==> src/rtl/uart_fifo_bridge_pkg.sv <==
// Shared types for the UART FIFO bridge: TX pump states and RX entry width.
// RX entries carry a framing-error tag only when UART_RX_ERRTAG_EN is defined.
package uart_fifo_bridge_pkg;

    typedef enum logic [1:0] {
        TX_IDLE   = 2'd0,
        TX_STROBE = 2'd1,
        TX_BUSY   = 2'd2
    } tx_state_e;

`ifdef UART_RX_ERRTAG_EN
    localparam int RX_W = 9;
`else
    localparam int RX_W = 8;
`endif

endpackage

==> src/rtl/uart_sync_fifo.sv <==
// Single-clock first-word-fall-through FIFO with occupancy count.
// A push while full is accepted only when a pop happens in the same cycle.
module uart_sync_fifo #(
    parameter int WIDTH      = 8,
    parameter int DEPTH_LOG2 = 4
) (
    input  logic                  clk,
    input  logic                  reset,
    input  logic                  push_i,
    input  logic [WIDTH-1:0]      din_i,
    input  logic                  pop_i,
    output logic [WIDTH-1:0]      dout_o,
    output logic                  full_o,
    output logic                  empty_o,
    output logic [DEPTH_LOG2:0]   count_o
);

    localparam int DEPTH = 1 << DEPTH_LOG2;
    localparam logic [DEPTH_LOG2:0] FULL_CNT = (DEPTH_LOG2 + 1)'(DEPTH);

    logic [WIDTH-1:0]      mem_q [DEPTH];
    logic [DEPTH_LOG2-1:0] wr_ptr_q, rd_ptr_q;
    logic [DEPTH_LOG2:0]   count_q, count_d;
    logic                  do_push, do_pop;

    assign empty_o = (count_q == '0);
    assign full_o  = (count_q == FULL_CNT);
    assign count_o = count_q;
    assign dout_o  = mem_q[rd_ptr_q];

    assign do_pop  = pop_i && !empty_o;
    assign do_push = push_i && (!full_o || do_pop);

    always_comb begin
        count_d = count_q;
        if (do_push && !do_pop) count_d = count_q + (DEPTH_LOG2 + 1)'(1);
        if (do_pop && !do_push) count_d = count_q - (DEPTH_LOG2 + 1)'(1);
    end

    always_ff @(posedge clk) begin
        if (!reset) begin
            wr_ptr_q <= '0;
            rd_ptr_q <= '0;
            count_q  <= '0;
        end else begin
            count_q <= count_d;
            if (do_push) wr_ptr_q <= wr_ptr_q + DEPTH_LOG2'(1);
            if (do_pop)  rd_ptr_q <= rd_ptr_q + DEPTH_LOG2'(1);
        end
    end

    always_ff @(posedge clk) begin
        if (do_push) mem_q[wr_ptr_q] <= din_i;
    end

endmodule

==> src/rtl/uart_fifo_bridge.sv <==
// Byte buffering between host logic and UART_core, TX pump FSM and RX drain.
// Define UART_RX_ERRTAG_EN to store a framing-error tag with each RX byte.
module uart_fifo_bridge
    import uart_fifo_bridge_pkg::*;
#(
    parameter int DEPTH_LOG2 = 4
) (
    input  logic                  clk,
    input  logic                  reset,
    input  logic [7:0]            tx_data,
    input  logic                  tx_wr,
    output logic                  tx_full,
    output logic                  tx_empty,
    output logic [DEPTH_LOG2:0]   tx_count,
    output logic [7:0]            rx_data,
    input  logic                  rx_rd,
    output logic                  rx_empty,
    output logic [DEPTH_LOG2:0]   rx_count,
    output logic                  rx_ovf,
    input  logic                  rx_ovf_clr,
    output logic                  rx_frame_err,
    output logic [7:0]            u_d,
    output logic                  u_wr,
    input  logic                  u_txrdy,
    input  logic [7:0]            u_q,
    input  logic                  u_rxvalid,
    input  logic                  u_rxframeer,
    output logic                  u_rd
);

    tx_state_e        state_q;
    logic [7:0]       u_d_q;
    logic             u_wr_q;
    logic             u_rd_q, u_rd_d;
    logic             ovf_q, ovf_d;
    logic [7:0]       tx_head;
    logic             tx_fifo_empty, tx_pop;
    logic [RX_W-1:0]  rx_din, rx_head;
    logic             rx_full, rx_push, rx_pop;

    uart_sync_fifo #(.WIDTH(8), .DEPTH_LOG2(DEPTH_LOG2)) u_tx_fifo (
        .clk     (clk),
        .reset   (reset),
        .push_i  (tx_wr),
        .din_i   (tx_data),
        .pop_i   (tx_pop),
        .dout_o  (tx_head),
        .full_o  (tx_full),
        .empty_o (tx_fifo_empty),
        .count_o (tx_count)
    );

    assign tx_pop   = (state_q == TX_IDLE) && !tx_fifo_empty && u_txrdy;
    assign tx_empty = tx_fifo_empty && (state_q == TX_IDLE);
    assign u_d      = u_d_q;
    assign u_wr     = u_wr_q;

    // u_wr rises together with the STROBE state, so it is high only there.
    always_ff @(posedge clk) begin
        if (!reset) begin
            state_q <= TX_IDLE;
            u_d_q   <= '0;
            u_wr_q  <= 1'b0;
        end else begin
            unique case (state_q)
                TX_IDLE: begin
                    if (tx_pop) begin
                        u_d_q   <= tx_head;
                        u_wr_q  <= 1'b1;
                        state_q <= TX_STROBE;
                    end
                end
                TX_STROBE: begin
                    u_wr_q  <= 1'b0;
                    state_q <= TX_BUSY;
                end
                TX_BUSY: begin
                    if (u_txrdy) state_q <= TX_IDLE;
                end
                default: begin
                    u_wr_q  <= 1'b0;
                    state_q <= TX_IDLE;
                end
            endcase
        end
    end

`ifdef UART_RX_ERRTAG_EN
    assign rx_din       = {u_rxframeer, u_q};
    assign rx_frame_err = rx_head[8];
`else
    logic unused_frameer;
    assign unused_frameer = u_rxframeer;
    assign rx_din         = u_q;
    assign rx_frame_err   = 1'b0;
`endif

    uart_sync_fifo #(.WIDTH(RX_W), .DEPTH_LOG2(DEPTH_LOG2)) u_rx_fifo (
        .clk     (clk),
        .reset   (reset),
        .push_i  (rx_push),
        .din_i   (rx_din),
        .pop_i   (rx_rd),
        .dout_o  (rx_head),
        .full_o  (rx_full),
        .empty_o (rx_empty),
        .count_o (rx_count)
    );

    // Gating on u_rd avoids a second push while the core clears rxvalid.
    assign rx_push = u_rxvalid && !u_rd_q;
    assign rx_pop  = rx_rd && !rx_empty;
    assign rx_data = rx_head[7:0];
    assign u_rd    = u_rd_q;
    assign rx_ovf  = ovf_q;

    always_comb begin
        u_rd_d = rx_push;
        ovf_d  = ovf_q;
        if (rx_ovf_clr) ovf_d = 1'b0;
        if (rx_push && rx_full && !rx_pop) ovf_d = 1'b1;
    end

    always_ff @(posedge clk) begin
        if (!reset) begin
            u_rd_q <= 1'b0;
            ovf_q  <= 1'b0;
        end else begin
            u_rd_q <= u_rd_d;
            ovf_q  <= ovf_d;
        end
    end

endmodule

==> config.mk <==
export PLATFORM = sky130hd
export DESIGN_NAME = uart_fifo_bridge
export DESIGN_NICKNAME = d
export VERILOG_FILES = /design/src/rtl/uart_fifo_bridge_pkg.sv /design/src/rtl/uart_sync_fifo.sv /design/src/rtl/uart_fifo_bridge.sv
export SDC_FILE = /design/constraint.sdc
export NUM_CORES = 1
export LEC_CHECK = 0
export ABC_AREA = 1
export BUFFER_PORTS_ARGS = -buffer_cell sky130_fd_sc_hd__buf_2
export CAP_MARGIN = 20
export CORE_ASPECT_RATIO = 1.25
export CORE_MARGIN = 8
export CORE_UTILIZATION = 25
export CTS_CLUSTER_SIZE = 24
export DETAILED_ROUTE_END_ITERATION = 16
export PLACE_DENSITY = 0.4
export SLEW_MARGIN = 10
export SYNTH_ARGS = -nofsm -noshare
export SYNTH_HDL_FRONTEND = slang
export SYNTH_SLANG_ARGS = --single-unit
==> constraint.sdc <==
create_clock -name clk -period 3.18 [get_ports clk]
set_clock_uncertainty 0.15 [all_clocks]
set_input_delay 0.477 -clock clk [delete_from_list [all_inputs] [get_ports clk]]
set_output_delay 0.477 -clock clk [all_outputs]
set_load 0.03 [all_outputs]
### Yosys cells after proc, flatten, opt, wreduce, memory -nomap -nowiden

Memories as Yosys holds them, arrays and structs flattened. A register that Yosys moved wholly into a read port is not among the register bits.
Cells that the tools add are included.

| storage, ports and cells | value |
|---|---|
| bits in registers | 31 |
| bits in latches | 0 |
| RAM bits | 256 |
| memory bits (read-only) | 0 |
| input bits | 24 |
| logic and storage cells | 79 |
| memories | 2 |

Memory list:

| memory | words | width | rd ports | clocked after memory_dff | wr ports | line | text |
|---|---|---|---|---|---|---|---|
| u_rx_fifo.mem_q | 16 | 8 | 1 | 1 | 1 | uart_sync_fifo.sv:21 | `logic [WIDTH-1:0] mem_q [DEPTH];` |
| u_tx_fifo.mem_q | 16 | 8 | 1 | 1 | 1 | uart_sync_fifo.sv:21 |  |

| cells by class | value |
|---|---|
| $add $sub $neg | 8 |
| multipliers | 0 |
| div/mod/pow operators | 0 |
| order comparisons | 0 |
| equality and inequality tests | 6 |
| shift-type cells | 0 |
| multiplexer cells | 17 |
| bitwise operators | 1 |
| reduce and logical (&&, ||, !) cells | 35 |

Operators by type and width:

| operator | count |
|---|---|
| $mux W5 | 4 |
| $add A4 B1 Y4 const B | 4 |
| $logic_and A1 B1 Y1 | 14 |
| $add A5 B1 Y5 const B | 2 |
| $eq A5 B5 Y1 const B | 2 |
| $logic_not A1 Y1 | 10 |
| $logic_not A5 Y1 | 2 |
| $sub A5 B1 Y5 const B | 2 |
| $mux W4 | 2 |
| $mux W1 | 7 |
| $pmux W2 S3 | 1 |
| $reduce_and A2 Y1 | 3 |
| $reduce_bool A2 Y1 | 3 |
| $mux W2 | 2 |
| $eq A2 B1 Y1 const B | 1 |
| $eq A2 B2 Y1 const B | 1 |
| $logic_not A2 Y1 | 1 |
| $logic_or A1 B1 Y1 | 2 |
| $ne A2 B1 Y1 const B | 1 |
| $ne A2 B2 Y1 const B | 1 |
| $pmux W1 S2 | 1 |
| $not A1 Y1 | 1 |

### Depth between registers and ports, before layout

Gate-level depths: netlist (run 1).

| logic depth | value |
|---|---|
| word-level depth | 10 |
| gate-level depth with buffers | 13 |
| depth with buffers taken out | 13 |

### By module

From an unflattened synthesis (run 1), not the netlist that was laid out.

| unflattened totals | value |
|---|---|
| cells, all modules | 1156 |
| area, all modules | 13045.0 um^2 |

Modules (own cells, without submodules):

| module | instances | cells an instance | area each (um^2) |
|---|---|---|---|
| uart_sync_fifo | 2 | 538 | 6222.2 |
| uart_fifo_bridge | 1 | 80 | 600.6 |

### Worst setup path after synthesis (run 1)

OpenSTA, ideal clock, no wires.

| timing | value |
|---|---|
| path type | reg-to-reg |
| start | register u_rx_fifo.count_q[1], in the netlist u_rx_fifo.count_o[1] |
| end | register u_rx_fifo.count_q[4], in the netlist u_rx_fifo.count_o[4] |
| data arrival time | 2296 ps |
| data required time | 2959 ps |
| slack | 663 ps |
| cell stages (with the launch flop) | 14 |
| path buffers | 0 |
| cell sequence | dfxtp_1 -> nor2_1 -> nand4_1 -> nand2_1 -> nand2_2 -> nand2_4 -> ha_1 -> fa_1 -> nand2_1 -> nand2_1 -> a21oi_1 -> xor2_1 -> nand2_1 -> a21oi_1 |

| on the way | value |
|---|---|
| cells in the longest elaborated chain, start to end | 8 |

RTL lines:

| item | line | text |
|---|---|---|
| from (decl) | uart_sync_fifo.sv:23 | `logic [DEPTH_LOG2:0] count_q, count_d;` |
| from (signal assigned) | uart_sync_fifo.sv:46 | `count_q <= count_d;` |
| branches (longest 8 deep; another with $add A5 B1 Y5) | -- |  |

Parallel ways; which one is timed is not known. The select of a mux whose other input is x is not followed.
A chain may end at the register's enable or synchronous reset.

==> results of run 1 <==
[through the flow]
step | instance area [sq um] | hold slack [ns] | util
2_1_floorplan | 12900 | 0.297 | -
3_3_place_gp | 14000 | 0.309 | 0.273
3_5_place_dp | 14000 | 0.316 | 0.273
4_1_cts | 15100 | 0.0322 | 0.295
5_1_grt | 15100 | 0.0585 | 0.295
6_report | 15100 | 0.0745 | 0.295
[placed cells by master, fill, tap and decap left out, drive strengths merged]
master | netlist | final
o31ai | 1 | 1
xor2 | 8 | 8
nand3b | 1 | 1
inv | 174 | 176
nand3 | 155 | 155
fa | 2 | 2
bufinv | 0 | 1
a21oi | 55 | 55
dfxtp | 43 | 43
o21ai | 55 | 55
conb | 1 | 1
ha | 17 | 17
buf | 43 | 90
xnor2 | 3 | 3
nor2 | 93 | 93
nor3 | 2 | 2
nand2 | 256 | 256
nand4 | 2 | 2
clkinv | 2 | 8
edfxtp | 256 | 256
clkbuf | 14 | 55
o211ai | 32 | 32
[worst max-delay path: stages, from the launching register on]
cell and delay, ns:
dfxtp_4 0.65, buf_12 0.30, a21oi_1 0.10, o21ai_0 0.10, nand3_1 0.11, nand3_1 0.18
nand2_1 0.10, buf_2 0.19
[state kept, by name, summed over array words and instances (netlist names), named ones only]
name / flops
u_rx_fifo.mem_q: 128
u_tx_fifo.mem_q: 128
u_d: 8
u_rx_fifo.count_o: 5
u_tx_fifo.count_o: 5
u_rx_fifo.rd_ptr_q: 4
u_rx_fifo.wr_ptr_q: 4
u_tx_fifo.rd_ptr_q: 4
u_tx_fifo.wr_ptr_q: 4
state_q: 2
rx_ovf: 1
u_rd: 1
u_wr: 1
[worst max path at each step]
stage / start / endpoint / slack, ns / depth (start not counted)
2_1_floorplan: u_rx_fifo.count_o[1] / u_rx_fifo.count_o[4] / 0.66 / 13
3_3_place_gp: u_rx_fifo.count_o[0] / u_rx_fifo.count_o[4] / 0.50 / 13
3_5_place_dp: u_rx_fifo.count_o[0] / u_rx_fifo.count_o[4] / 0.51 / 13
4_1_cts: flip-flop / rx_data[4] / 0.21 / 7
5_1_grt: flip-flop / rx_data[4] / 0.06 / 7
6_report: flip-flop / rx_data[7] / 0.27 / 7
[power breakdown]
group	internal (uW)	switching (uW)	total, uW
Clock	2300	1590	3880
Sequential	4490	248	4740
Combinational	1050	2420	3460
Total	7840	4250	12100
[cell families (layout without fill, tap and decap cells)]
| group | after synthesis | in the layout |
|---|---|---|
| and+or+nand+nor | 509 | 509 |
| AOI/OAI and AO/OA | 143 | 143 |
| other | 1 | 1 |
| buffers and inverters | 233 | 330 |
| xor gates and xnor gates | 11 | 11 |
| adders and majority gates | 19 | 19 |
| DFF | 299 | 299 |
[layer usage]
layer / GRT usage / share of wire
met1: 0.136 / 0.45
met2: 0.181 / 0.48
met3: 0.0234 / 0.039
met4: 0.0408 / 0.032
met5: 0 / 0
[area by class of cell]
cell class / instances / area (sq um) / area share
repair buffers: 90 / 578 / 0.0383
multi-input cells: 683 / 3360 / 0.222
well taps: 665 / 832 / 0.0552
flip-flops and latches: 299 / 8550 / 0.567
inverters: 176 / 666 / 0.0441
clock buffers: 55 / 1020 / 0.0679
clock inverters: 9 / 73.8 / 0.00489
==> metrics.txt, run 1 <==
CP required 2.55 ns; drt via density 4.23; All-Layer GR Usage 0.109; fmax 344 MHz; latest clock arrival within the worst-skew pair 0.54 ns; Clock Tree Root clkbuf_16; Initial Util 0.252; drt drc 0; synth-to-layout area growth 17.0%; io pins 57; number of global-route vias before repair 8299; startpoint types flip-flop; via count 8355; fin crit period 2.91 ns; drt total wl 32100 um; Critical Path End Type primary output; Die Wd 219 um; Yosys cell types 34; Synth top area share 0.596; antenna fix cells 0; Placer Congestion 0.709; Port Buffer Count 54; postcts setup bufs 0; Tot Pwr 12100 uW; HP Start rx_ovf_clr; total CTS buffers 36; number of synthesized register bits 299; largest net degree at the start of global routing 67; top cells by count, synth edfxtp_1 (256), nand2_1 (247), inv_1 (165); Synth Cell Area 12900 sq um; post-route ant nets 0; Final setup viols 0; Syn Inst Count 1215; post-detail-place hpwl 20800 um; CTS tree yes; Slew Limit Fails 0; Synth Area in Compound Gates 0.0634; TNS Setup 0 ns; Post-synth EDFFs 256; top post-synthesis cells by area edfxtp_1 (60%), nand2_1 (7.2%), dfxtp_1 (6.7%); post-synthesis simple-gate area fraction 0.170; wire per inst 16.3 um; mux cell area share after synthesis 0; worst-path fanout max 58; R2R Setup Slk 0.50 ns; largest family of logic cells by synthesized area simple AND/OR/NAND/NOR gates; RSZ-0062 raised after global routing no; GR Overflow Total 0; core area 51200 sq um; clk sinks 299; Synth Area in XOR/XNOR 0.00747; clk slew on worst S/H paths 0.06 ns; Least-Margin Pin Slew 0.803 ns; fill cell count 5377; Synth Flop Type edfxtp_1; initial antenna violation count 0; pre-CTS setup slack 0.511 ns; H-tree depth 2; worst reg2reg path startpoint u_rx_fifo.count_o[0]; static leakage 0.00593 uW; max cap viols 0; most common cell in the netlist edfxtp_1; Synth area leader edfxtp_1; Yosys warnings 0; first-pass GRT wire length 49800 um; Final Hold Fails 0; run status finished, final reports clean; worst-case clock buffer depth 3; reg2reg path depth 13; sequential cell area fraction in the yosys report 0.663; VDD IR max 0.000520 V; class of the worst hold path in -> reg; worst hold stages 3; CP Class reg -> out; die area 59100 sq um; cts hold-fix bufs 0; Slew HR 0.464; FFs w/ async S/R, synth 0; Syn Area/Cell 10.6 sq um; layout cells sized above 1 0.127; Initial DRC Count 405; worst r2r dst u_rx_fifo.count_o[4]; post-cts resize count 0; chip height 270 um; Placed Instances 1913; Layout Nets 1329; Setup WS post-layout 0.274 ns; drt first pass iters 5; critical path arrival 2.28 ns; Period Utilization, post-route 0.914; Mapped Nets 1258; power density over the cells 801 nW/um^2; Synth Area in Adders 0.0196; Min-Delay Endpoint rx_ovf; row cnt 93; Post-Layout Cell Count 1977
No activity file was read; power rests on OpenSTA's default activity.
==> inputs of run 2 (changes only) <==
--- a/config.mk
+++ b/config.mk
@@ -5,7 +5,6 @@
 export SDC_FILE = /design/constraint.sdc
 export NUM_CORES = 1
 export LEC_CHECK = 0
-export ABC_AREA = 1
 export BUFFER_PORTS_ARGS = -buffer_cell sky130_fd_sc_hd__buf_2
 export CAP_MARGIN = 20
 export CORE_ASPECT_RATIO = 1.25
==> run 2 against run 1 <==
  * Core utilization rose by 1.1 points
  * Sequential share of layout area rose by 2.7 points
  * Die area fell by 6.7%
  * Cell count fell by 26%
  * Clock power rose by 4%
  * Via count fell by 26%
  * Largest cell class unchanged
  * Wire length fell by 13%
  * Global-route usage fell by 0.62 points
==> metrics.txt, run 2 <==
Multi-input gate area 3220 sq um (-4.0%); final instance area 14400 sq um (-4.5%); layout cells sized above 1 0.249 (+0.123); GR Overflow Total 0 (unchanged); Final Hold Fails 0 (unchanged); R2R Setup Slk 0.33 ns (-0.17 ns); drt via density 4.25 (+0.52%); via count 6198 (-26%); sequential cell area fraction in the yosys report 0.714 (+0.0508); Syn Inst Count 701 (-42%); startpoint types flip-flop; synth-to-layout area growth 20.3%; worst-case clock buffer depth 3 (unchanged); class of the worst hold path in -> reg; chip height 261 um (-3.4%); All-Layer GR Usage 0.103 (-0.00624); FFs w/ async S/R, synth 0 (unchanged); commonest non-fill, non-tap cells in the layout edfxtp_1 (256), mux2i_1 (78), buf_2 (54), nor2_1 (52); power density over the cells 768 nW/um^2 (-4.2%); Initial DRC Count 267 (-34%); antenna fix cells 0 (unchanged); TNS Setup 0 ns (unchanged); drt first pass iters 4 (-1); Yosys cell types 52 (+53%); Synth area leader edfxtp_1; H-tree depth 2 (unchanged); Slew Limit Fails 0 (unchanged); RSZ-0062 raised after global routing no; Placer Congestion 0.708 (-0.14%); fin crit period 3.06 ns (+0.152 ns); run status finished, final reports clean; Placed Instances 1397 (-27%); total CTS buffers 34 (-5.6%); worst-path fanout max 32 (-45%); first-pass GRT wire length 42300 um (-15%); clk sinks 299 (unchanged); FF/Latch Area 8550 sq um (about the same); wire per inst 19.2 um (+18%); Layout Nets 839 (-37%); Die Wd 212 um (-3.4%); Synth top area share 0.642 (+0.0456); Port Buffer Count 54 (unchanged); fmax 327 MHz (-5.0%); latest clock arrival within the worst-skew pair 0.54 ns (about the same); Post-Layout Cell Count 1459 (-26%); row cnt 89 (-4.3%); Clock Tree Root clkbuf_16; Mapped Nets 744 (-41%); Synth Cell Area 12000 sq um (-7.1%); top cells by count, synth edfxtp_1 (256), mux2i_1 (78), nor2_1 (52); Post-synth EDFFs 256 (unchanged); top post-synthesis cells by area edfxtp_1 (64%), mux4_2 (7.5%), dfxtp_1 (7.2%); fill cell count 4702 (-13%); die area 55200 sq um (-6.7%); postcts setup bufs 0 (unchanged); Initial Util 0.254 (+0.00183); post-detail-place hpwl 18800 um (-9.6%); number of global-route vias before repair 6678 (-20%); critical path arrival 2.43 ns (+0.15 ns); largest net degree at the start of global routing 33 (-51%); Post-DP Area 13200 sq um (-5.4%); post-route ant nets 0 (unchanged); Slew HR 0.399 (-0.0657); number of synthesized register bits 299 (unchanged); Synth Flop Type edfxtp_1; CP required 2.55 ns (about the same); CP Class reg -> out; core area 47200 sq um (-7.8%); drt drc 0 (unchanged); Tot Pwr 11100 uW (-8.5%); initial antenna violation count 0 (unchanged); VDD IR max 0.000496 V (-4.7%); Critical Path End Type primary output; Syn Area/Cell 17.1 sq um (+61%); Yosys warnings 0 (unchanged); static leakage 0.00472 uW (-20%); Least-Margin Pin Slew 0.898 ns (+0.0952 ns); CTS tree yes; max cap viols 0 (unchanged); most common cell in the netlist edfxtp_1; io pins 57 (unchanged); drt total wl 27900 um (-13%); commonest non-fill, non-tap cell in the layout edfxtp_1; clk slew on worst S/H paths 0.05 ns (about the same); Final setup viols 0 (unchanged); Period Utilization, post-route 0.962 (+0.0479)
==> run 2: layer usage <==
metal | global-route usage | up-vias | part of all wire
li1 | - | 2955 | -
met1 | 0.118 | 3073 | 0.41
met2 | 0.183 | 116 | 0.52
met3 | 0.0203 | 54 | 0.036
met4 | 0.0433 | 0 | 0.035
met5 | 0 | - | 0
==> run 2: what timing repair did <==
action / 4_1_cts / 5_1_grt
resized for setup: 0 / 1
endpoints found under the setup margin: 0 / 1
hold buffers: 0 / 0
==> run 2: critical path, stage by stage (launching register included) <==
cell and delay, ns:
dfxtp_2 0.34, buf_12 0.27, mux4_2 0.57, mux4_2 0.50
buf_2 0.21
==> run 2: metrics by stage <==
stage          hold WS, ns  worst slack [ns]  utilization
3_3_place_gp         0.315             0.231        0.280
4_1_cts             0.0838            0.0641        0.305
3_5_place_dp         0.315             0.215        0.280
5_1_grt              0.160            0.0116        0.305
2_1_floorplan        0.357             0.150            -
6_report             0.109             0.122        0.305
==> run 2: cell type report <==
cell class	instances	area share
Sequential cell	299	0.594
Clock inverter	15	0.0153
Tap cell	637	0.0553
Inverter	10	0.00261
Timing Repair Buffer	97	0.0429
Clock buffer	47	0.0666
Multi-Input combinational cell	354	0.224
==> run 2: logic make-up after synthesis <==
| logic type | share of synthesized area |
|---|---|
| AO/OA/AOI/OAI | 0.0448 |
| XOR/XNOR | 0.00951 |
| adder cells (fa/ha/maj) | 0.0211 |
| buffers and inverters | 0.0177 |
| flip-flops | 0.714 |
| multiplexers | 0.142 |
| other | 0.000313 |
| AND/OR/NAND/NOR | 0.0514 |
==> run 2: worst paths after layout <==
kind                        startpoint                   end  depth (start not counted)
hold reg to reg                   u_wr                  u_wr                          2
setup / recovery             flip-flop            rx_data[7]                          4
setup reg to reg  u_rx_fifo.count_o[2]  u_rx_fifo.count_o[4]                          9
hold / removal              rx_ovf_clr                rx_ovf                          4
==> run 2: power breakdown <==
part           total [uW]  leakage (uW)  switching [uW]  internal, uW
clock                4050      0.000570            1590          2460
sequential           4630       0.00266             164          4470
combinational        2380       0.00148            1430           948
total               11100       0.00472            3190          7880
==> inputs of run 3 (changes only) <==
--- a/config.mk
+++ b/config.mk
@@ -5,14 +5,17 @@
 export SDC_FILE = /design/constraint.sdc
 export NUM_CORES = 1
 export LEC_CHECK = 0
+export ABC_AREA = 1
 export BUFFER_PORTS_ARGS = -buffer_cell sky130_fd_sc_hd__buf_2
 export CAP_MARGIN = 20
+export CELL_PAD_IN_SITES_DETAIL_PLACEMENT = 0
+export CELL_PAD_IN_SITES_GLOBAL_PLACEMENT = 2
 export CORE_ASPECT_RATIO = 1.25
 export CORE_MARGIN = 8
-export CORE_UTILIZATION = 25
+export CORE_UTILIZATION = 41
 export CTS_CLUSTER_SIZE = 24
 export DETAILED_ROUTE_END_ITERATION = 16
-export PLACE_DENSITY = 0.4
+export PLACE_DENSITY = 0.8
 export SLEW_MARGIN = 10
 export SYNTH_ARGS = -nofsm -noshare
 export SYNTH_HDL_FRONTEND = slang
==> run 3 against run 2 <==
  * Worst hold slack worse by 0.0028 ns
  * Core utilization is 17 points higher
  * Setup slack better by 0.26 ns
  * Critical path depth grew 3
  * Largest power group unchanged
==> metrics.txt, run 3 (synthesis results as in run 1) <==
run status finished, final reports clean; Final setup viols 0 (unchanged); drt total wl 28900 um (+3.5%); drt first pass iters 4 (unchanged); Critical Path End Type primary output; post-detail-place hpwl 18600 um (-0.88%); Buf/Inv on CP 2 (unchanged); Period Utilization, post-route 0.880 (-0.0820); worst-path fanout max 68 (+110%); Clock Tree Root clkbuf_16; Post-DP Area 13600 sq um (+2.7%); class of the worst hold path in -> reg; latest clock arrival within the worst-skew pair 0.50 ns (-0.04 ns); GR Overflow Total 0 (unchanged); total CTS buffers 34 (unchanged); clk sinks 299 (unchanged); fill cell count 2926 (-38%); post-cts resize count 0 (unchanged); CTS tree yes; critical path arrival 2.17 ns (-0.26 ns); VDD IR max 0.000552 V (+11%); fin crit period 2.80 ns (-0.261 ns); largest net degree at the start of global routing 69 (+110%); startpoint types flip-flop; cts hold-fix bufs 0 (unchanged); post-route ant nets 0 (unchanged); Initial Util 0.416 (+0.162); CP Cell Sequence buf_12, a21oi_1, o21ai_0, nand3_1, nand3_1, nand2_1, buf_2; Port Buffer Count 54 (unchanged); max cap viols 0 (unchanged); row cnt 72 (-19%); Layout Nets 1315 (+57%); fmax 357 MHz (+9.3%); synth-to-layout area growth 13.8%; Die Wd 175 um (-18%); initial antenna violation count 0 (unchanged); worst-case clock buffer depth 3 (unchanged); Post-Layout Cell Count 1705 (+17%); drt drc 0 (unchanged); clk slew on worst S/H paths 0.05 ns (about the same); antenna fix cells 0 (unchanged); Slew Limit Fails 0 (unchanged); postcts setup bufs 0 (unchanged); static leakage 0.00586 uW (+24%); commonest non-fill, non-tap cell in the layout edfxtp_1; die area 37400 sq um (-32%); family with the most delay on the worst path flip-flops; RSZ-0062 raised after global routing no; layout cells sized above 1 0.121 (-0.128); drt via density 4.82 (+14%); power density over the cells 812 nW/um^2 (+5.8%); io pins 57 (unchanged); final instance area 14700 sq um (+1.9%); H-tree depth 2 (unchanged); CP Class reg -> out; CP dominant cell by count nand3_1; commonest non-fill, non-tap cells in the layout edfxtp_1 (256), nand2_1 (247), inv_1 (165), nand3_1 (152), nor2_1 (90); Placed Instances 1643 (+18%); wire per inst 17.0 um (-11%); Initial DRC Count 489 (+83%); All-Layer GR Usage 0.154 (+0.0515); Slew HR 0.402 (+0.00356); chip height 214 um (-18%); Least-Margin Pin Slew 0.895 ns (-0.00300 ns); Final Hold Fails 0 (unchanged); slowest cell delay on critical path 0.53 ns (-0.04 ns); via count 8222 (+33%); CP required 2.55 ns (about the same); number of global-route vias before repair 8206 (+23%); slowest cell on the critical path dfxtp_4; Placer Congestion 0.753 (+6.4%); first-pass GRT wire length 45700 um (+7.8%); core area 31000 sq um (-34%); TNS Setup 0 ns (unchanged)
[run 3: final cells by class]
type	instances	area, sq um	area share
sequential	299	8550	0.583
clock inverter	14	97.6	0.00665
tap	407	509	0.0347
timing repair buffer	78	500	0.0341
inverter	176	666	0.0453
multi-input combinational	683	3360	0.229
clock buffer	48	997	0.0679
[run 3: where the power goes]
part           internal [uW]  leakage [uW]  switching (uW)
sequential              4490       0.00267             225
combinational           1060       0.00267            2370
clock                   2270      0.000529            1500
total                   7820       0.00586            4100
[run 3: worst min-delay path: stages]
cell      delay [ns]
buf_2           0.08
nand3b_1        0.09
o31ai_1         0.06
[run 3: through the flow]
stage | power (uW) | utilization | setup slack, ns | hold slack, ns
CTS | 12100 | 0.474 | 0.375 | 0.0888
global route | 12600 | 0.474 | 0.254 | 0.100
global placement | 8280 | 0.438 | 0.628 | 0.308
detailed placement | 8290 | 0.438 | 0.615 | 0.306
floorplan | 7320 | - | 0.663 | 0.297
finish | 11900 | 0.474 | 0.383 | 0.107
[run 3: worst paths after layout]
path | cells after the start | start | slack (ns) | endpoint
hold reg to reg | 2 | u_wr | 0.32 | u_wr
hold / removal | 3 | rx_ovf_clr | 0.11 | rx_ovf
setup / recovery | 7 | flip-flop | 0.38 | rx_data[5]
setup reg to reg | 13 | u_rx_fifo.count_o[1] | 0.61 | u_rx_fifo.count_o[4]
[run 3: layer usage]
| layer | routed length [um] | vias to the layer above | global-route usage |
|---|---|---|---|
| met5 | 0 | - | 0 |
| met1 | 12200 | 3881 | 0.181 |
| met3 | 832 | 45 | 0.0224 |
| met2 | 15200 | 119 | 0.284 |
| li1 | - | 4177 | - |
| met4 | 690 | 0 | 0.0467 |
